**config.mk**
```make
export PLATFORM = sky130hd
export DESIGN_NAME = res_stream_out_flat
export DESIGN_NICKNAME = d
export VERILOG_FILES = /design/src/rtl/res_stream_out_if.sv /design/src/rtl/res_stream_out.sv /design/src/flat_wrapper.sv
export SDC_FILE = /design/constraint.sdc
export NUM_CORES = 1
export LEC_CHECK = 0
export CAP_MARGIN = 20
export CORE_MARGIN = 4
export CORE_UTILIZATION = 50
export DETAILED_ROUTE_END_ITERATION = 8
export PLACE_DENSITY = 0.8
export SLEW_MARGIN = 20
export SYNTH_ARGS = -nofsm -noshare
export SYNTH_HDL_FRONTEND = slang
export SYNTH_SLANG_ARGS = --single-unit
```
**constraint.sdc**
```tcl
create_clock -name clk -period 14.95 [get_ports clk]
set_input_delay 1.495 -clock clk [delete_from_list [all_inputs] [get_ports clk]]
set_output_delay 1.495 -clock clk [all_outputs]
set_load 0.03 [all_outputs]
```
**src/rtl/res_stream_out_if.sv**
```systemverilog
// Handshake bundle between a conv layer's rescaled output, the byte streamer
// and the debug/readout consumer.
interface res_stream_out_if #(
   parameter int BYTES = 40,
   parameter int IDX_W = 6
);
   logic                 data_valid_i;
   logic [8*BYTES-1:0]   data_i;
   logic                 byte_ready_i;
   logic                 ovf_clr_i;
   logic [7:0]           byte_o;
   logic [IDX_W-1:0]     byte_idx_o;
   logic                 byte_valid_o;
   logic                 busy_o;
   logic                 frame_done_o;
   logic                 overrun_o;
   logic [7:0]           drop_cnt_o;

   // Producer / consumer side: drives the vector and ready, observes the stream.
   modport master (
      output data_valid_i, data_i, byte_ready_i, ovf_clr_i,
      input  byte_o, byte_idx_o, byte_valid_o, busy_o, frame_done_o,
      overrun_o, drop_cnt_o
   );

   // Streamer side.
   modport slave (
      input  data_valid_i, data_i, byte_ready_i, ovf_clr_i,
      output byte_o, byte_idx_o, byte_valid_o, busy_o, frame_done_o,
      overrun_o, drop_cnt_o
   );
endinterface

```
**src/rtl/res_stream_out.sv**
```systemverilog
// Captures one rescaled conv result vector and streams it out byte by byte
// over a valid/ready handshake, tagging each byte with its index. Strobes
// that arrive while a frame is still in flight are dropped and counted.
module res_stream_out #(
   parameter int BYTES = 40,
   parameter int IDX_W = 6
) (
   input logic         clk,
   input logic         rst_n,
   res_stream_out_if.slave sif
);

   localparam logic [0:0]       ST_IDLE  = 1'b0;
   localparam logic [0:0]       ST_SEND  = 1'b1;
   localparam logic [IDX_W-1:0] LAST_IDX = IDX_W'(BYTES - 1);

   logic [0:0]          state_q;
   logic [IDX_W-1:0]    idx_q;
   logic                done_q;
   logic                ovf_q;
   logic [7:0]          cnt_q;
   logic [8*BYTES-1:0]  buf_p0;
   logic [8*BYTES-1:0]  buf_sh;
   logic [7:0]          byte_p0;

   logic sending;
   logic xfer;
   logic last;
   logic accept;
   logic drop;

   // Drop counter saturates rather than wrapping so a flood stays visible.
   function automatic logic [7:0] sat_inc(input logic [7:0] v);
      return (v == 8'hFF) ? v : v + 8'd1;
   endfunction

   // The buffer is kept as a shift register: the next byte to offer is
   // always in the low lane, which avoids a BYTES-wide read mux.
   assign buf_sh  = buf_p0 >> 8;

   assign sending = (state_q == ST_SEND);
   assign xfer    = sending & sif.byte_ready_i;
   assign last    = xfer & (idx_q == LAST_IDX);
   // A strobe coinciding with the final transfer is taken, giving
   // back-to-back frames with no idle bubble.
   assign accept  = sif.data_valid_i & (~sending | last);
   assign drop    = sif.data_valid_i & sending & ~last;

   // Frame sequencing: capture, advance on each handshake, close on last byte.
   always_ff @(posedge clk or negedge rst_n) begin
      if (!rst_n) begin
         state_q <= ST_IDLE;
         idx_q   <= '0;
         done_q  <= 1'b0;
      end else begin
         done_q <= last;
         if (accept) begin
            state_q <= ST_SEND;
            idx_q   <= '0;
         end else if (last) begin
            state_q <= ST_IDLE;
            idx_q   <= '0;
         end else if (xfer) begin
            idx_q   <= idx_q + IDX_W'(1);
         end
      end
   end

   // Overrun flag and drop count; a clear in the same cycle as a drop keeps
   // the flag low but still records that one drop.
   always_ff @(posedge clk or negedge rst_n) begin
      if (!rst_n) begin
         ovf_q <= 1'b0;
         cnt_q <= '0;
      end else if (sif.ovf_clr_i) begin
         ovf_q <= 1'b0;
         cnt_q <= drop ? 8'd1 : 8'd0;
      end else if (drop) begin
         ovf_q <= 1'b1;
         cnt_q <= sat_inc(cnt_q);
      end
   end

   // Capture buffer: loaded on accept, shifted down one byte per transfer.
   always_ff @(posedge clk) begin
      if (accept) begin
         buf_p0 <= sif.data_i;
      end else if (xfer) begin
         buf_p0 <= buf_sh;
      end
   end

   // Registered output byte; holds while the consumer stalls.
   always_ff @(posedge clk or negedge rst_n) begin
      if (!rst_n) begin
         byte_p0 <= '0;
      end else if (accept) begin
         byte_p0 <= sif.data_i[7:0];
      end else if (xfer && !last) begin
         byte_p0 <= buf_sh[7:0];
      end
   end

   assign sif.byte_o       = byte_p0;
   assign sif.byte_idx_o   = idx_q;
   assign sif.byte_valid_o = sending;
   assign sif.busy_o       = sending;
   assign sif.frame_done_o = done_q;
   assign sif.overrun_o    = ovf_q;
   assign sif.drop_cnt_o   = cnt_q;

endmodule

```
**src/flat_wrapper.sv**
```systemverilog
// flat-port wrapper written by rule: the top's interface ports become plain ports
module res_stream_out_flat 
#(
   parameter int BYTES = 40,
   parameter int IDX_W = 6
)
  (clk, rst_n, sif_data_valid_i, sif_data_i, sif_byte_ready_i, sif_ovf_clr_i, sif_byte_o, sif_byte_idx_o, sif_byte_valid_o, sif_busy_o, sif_frame_done_o, sif_overrun_o, sif_drop_cnt_o);
  res_stream_out_if #(.BYTES(BYTES), .IDX_W(IDX_W)) sif_i ();
  input logic clk;
  input logic rst_n;
  input wire logic [$bits(sif_i.data_valid_i)-1:0] sif_data_valid_i;
  input wire logic [$bits(sif_i.data_i)-1:0] sif_data_i;
  input wire logic [$bits(sif_i.byte_ready_i)-1:0] sif_byte_ready_i;
  input wire logic [$bits(sif_i.ovf_clr_i)-1:0] sif_ovf_clr_i;
  output wire logic [$bits(sif_i.byte_o)-1:0] sif_byte_o;
  output wire logic [$bits(sif_i.byte_idx_o)-1:0] sif_byte_idx_o;
  output wire logic [$bits(sif_i.byte_valid_o)-1:0] sif_byte_valid_o;
  output wire logic [$bits(sif_i.busy_o)-1:0] sif_busy_o;
  output wire logic [$bits(sif_i.frame_done_o)-1:0] sif_frame_done_o;
  output wire logic [$bits(sif_i.overrun_o)-1:0] sif_overrun_o;
  output wire logic [$bits(sif_i.drop_cnt_o)-1:0] sif_drop_cnt_o;
  assign sif_i.data_valid_i = sif_data_valid_i;
  assign sif_i.data_i = sif_data_i;
  assign sif_i.byte_ready_i = sif_byte_ready_i;
  assign sif_i.ovf_clr_i = sif_ovf_clr_i;
  assign sif_byte_o = sif_i.byte_o;
  assign sif_byte_idx_o = sif_i.byte_idx_o;
  assign sif_byte_valid_o = sif_i.byte_valid_o;
  assign sif_busy_o = sif_i.busy_o;
  assign sif_frame_done_o = sif_i.frame_done_o;
  assign sif_overrun_o = sif_i.overrun_o;
  assign sif_drop_cnt_o = sif_i.drop_cnt_o;
  res_stream_out #(.BYTES(BYTES), .IDX_W(IDX_W)) u_core (.clk(clk), .rst_n(rst_n), .sif(sif_i));
endmodule
```
==> impl_metrics.json <==
{
  "nets": 2087,
  "synth.cell_area_um2": 14500,
  "finalHoldViolCount": 0,
  "end_kind": "register",
  "numCtsBuffers": 36,
  "post-route-min-period_ns": 4.66,
  "synth_nets": 1769,
  "ff2ff_path_depth": 7,
  "drv_slew": 0,
  "portBuffers": 350,
  "ant_nets": 0,
  "yosys.area_share.simple_pct": 26.0,
  "synth.area.mux_share_pct": 0.0774,
  "period_share_pct": 31.1,
  "fmax_mhz": 215,
  "r2r_start": "u_core.sif.byte_idx_o[0]",
  "dp_hpwl_mm": 24.7,
  "finish.utilization_pct": 67.5,
  "grt_max_degree": 238,
  "initial_core_util_pct": 50.7,
  "crit_fanout": 179,
  "multi_input_area_um2": 4120,
  "synthDistinctLibCells": 42,
  "vias": 10900,
  "io_pins": 351,
  "cts-root-buf": "clkbuf_16",
  "tns_ns": 0,
  "relSlewSlack_pct": 30.1,
  "grt.overflow.total": 0,
  "drtPass1Iterations": 5,
  "endpoint": "u_core.sif.byte_o[6]",
  "cap_viol_max_count": 0,
  "fillers": 2169,
  "routed_wl_mm": 36.8,
  "synthCells": 1442,
  "total_power_mw": 2.26,
  "yosys.area.top_type": "edfxtp_1",
  "final-seq-area_um2": 9990,
  "syn_avg_cell_area_um2": 10.1,
  "cts_tree": "done",
  "whs_ns": 0.511,
  "crit_start": "sif_data_valid_i",
  "cp.required_ns": 15.36,
  "area_growth_pct": 33.3,
  "die_w_um": 179,
  "cts_hold_buf": 0,
  "ys_warn_count": 0,
  "synth-seq-cells": 337,
  "detail_route.drc_violations": 0,
  "synthAdderAreaFrac_pct": 0.172,
  "placedInstanceArea_um2": 18200,
  "startpoint_type": "input port",
  "synth-xor-area-share_pct": 0.241,
  "p_leak_nw": 8.15,
  "post_cts_buffers": 0,
  "wl_per_cell_um": 16.9,
  "gp_congestion": 0.815,
  "powerDensity_nw_per_um2": 117,
  "peakVddDrop_mv": 0.104,
  "worst_pin_slew_ns": 1.05,
  "worst_clock_skew_ns": 0.0169,
  "clock_path_buffers": 3,
  "r2r_end": "u_core.buf_p0[206]",
  "viasPerCell": 5.01,
  "clock-sinks": 337,
  "rrSetupSlack_ns": 11.31,
  "grt_use_total_pct": 22.3,
  "antenna_found_initial": 6,
  "grt_pass1_vias": 10900,
  "synth-compound-area-share_pct": 1.69,
  "synth_top_family_by_area": "simple AND/OR/NAND/NOR gates",
  "crit_arrival_ns": 5.07,
  "crit_type": "in2reg",
  "drive_gt1_share_pct": 3.58,
  "first_iter_violations": 1054,
  "clock_latency_ns": 0.51,
  "core_area_um2": 28700,
  "cts_resized": 0,
  "path_clk_slew_ns": 0.06,
  "cts_max_level": 2,
  "floorplan.die_area_um2": 31900,
  "fp.dieH_um": 179,
  "synth_top_area_share_pct": 64.4,
  "yosysSeqAreaShare_pct": 68.7,
  "rows": 62,
  "rsz0062_at_grt": "no",
  "hp-class": "reg2reg",
  "status": "completed",
  "synthTopCellsByArea": "edfxtp_1 (64%), nand2_1 (24%), dfrtp_1 (4.3%), buf_2 (1.6%), buf_4 (1.2%)",
  "grt_pass1_wl_mm": 55.5,
  "setup_viol": 0,
  "fin_area_um2": 19400
}
area by class of cell:
cell class	instances	area share, %
sequential	337	51.6
multi-input combinational	1023	21.3
timing repair buffer	357	18.5
clock buffer	46	5.06
tap	384	2.48
clock inverter	20	0.949
inverter	5	0.0968
antenna	4	0.0516
Yosys cell counts:
cell	count
a211oi_1	1
buf_2	47
a21o_1	1
xor2_1	4
a21bo_2	1
nor4_1	1
o22ai_1	1
a21oi_1	5
inv_1	5
o211a_1	1
dfrtp_1	25
a31oi_1	8
nor2b_1	1
o2111ai_1	1
o41a_1	1
buf_4	24
nand2b_1	1
edfxtp_1	312
ha_1	2
or3_1	4
nor3b_1	1
or4_1	1
mux2_2	1
clkbuf_1	5
o41ai_1	2
nand2_1	935
or4b_1	2
o31ai_1	1
a41oi_4	1
and2_1	8
and3_1	3
nor3_1	2
nand3_1	4
o211ai_1	2
a41o_1	1
buf_1	1
nor2_1	17
nand3b_1	1
o311ai_0	1
nand4_1	3
a31o_2	1
o21ai_0	3
per-stage QoR:
step	setup slack, ns	std cells
after floorplan	8.21	1442
after global placement	9.95	2105
after detailed placement	9.85	2105
after CTS	10.38	2171
after global routing	10.03	2174
final	10.29	2176
sequential cells by signal, summed over array words and instances, names as in the netlist:
name and cells:
u_core.sif.drop_cnt_o 8, u_core.sif.byte_o 8, u_core.sif.frame_done_o 1, u_core.buf_p0 312
u_core.sif.byte_idx_o 6, u_core.sif.overrun_o 1, u_core.sif.busy_o 1
where the power goes:
| group | leakage (nW) | internal [mW] | switching, mW |
|---|---|---|---|
| logic | 4.21 | 0.125 | 0.115 |
| registers | 3.37 | 1.11 | 0.0308 |
| clock network | 0.570 | 0.518 | 0.358 |
| total | 8.15 | 1.76 | 0.504 |
per-layer routing:
metal / wire [um] / track usage, % / vias to the layer above
li1: - / - / 5338
met1: 14400 / 27.7 / 5089
met2: 18000 / 37.6 / 401
met3: 3290 / 6.46 / 71
met4: 1080 / 7.32 / 8
met5: 46 / 0 / -
worst min-delay path by stage:
stage                               startpoint              endpoint  slack, ns  cells past startpoint
final                       u_core.buf_p0[196]    u_core.buf_p0[188]       0.51                      2
after global routing        u_core.buf_p0[247]    u_core.buf_p0[239]       0.52                      2
after CTS                   u_core.buf_p0[247]    u_core.buf_p0[239]       0.51                      2
after detailed placement  u_core.sif.overrun_o  u_core.sif.overrun_o       0.49                      2
after global placement    u_core.sif.overrun_o  u_core.sif.overrun_o       0.49                      2
after floorplan              u_core.buf_p0[13]  u_core.sif.byte_o[5]       0.49                      2
cells in the final DEF, fill, tap and decap left out, drive strengths merged, types with 3 or more instances in the layout:
master,netlist,layout
nand4,3,3
diode,0,4
xor2,4,4
a21oi,5,5
nor2,17,17
o21ai,3,3
clkinv,0,16
clkdlybuf4s50,0,349
dfrtp,25,25
or3,4,4
and2,8,8
bufinv,0,3
nand2,935,935
inv,5,5
edfxtp,312,312
clkbuf,5,46
buf,72,8
a31oi,8,8
nand3,4,4
and3,3,3
worst max-delay path: stages:
cell and delay (ns):
clkdlybuf4s50_1 0.69, mux2_8 0.49, buf_16 0.41, buf_12 0.65, o41a_1 0.64, nor2_1 0.11
a31oi_1 0.19
logic make-up (layout without fill, tap and decap cells):
family	count (synthesis)	after routing
other	0	4
flip-flops	337	337
adder cells (fa/ha/maj)	2	2
XOR/XNOR	4	4
AND/OR/NAND/NOR	984	984
AO/OA/AOI/OAI	32	32
buffers and inverters	82	428
multiplexers	1	1
No activity file was read; power rests on OpenSTA's default activity.
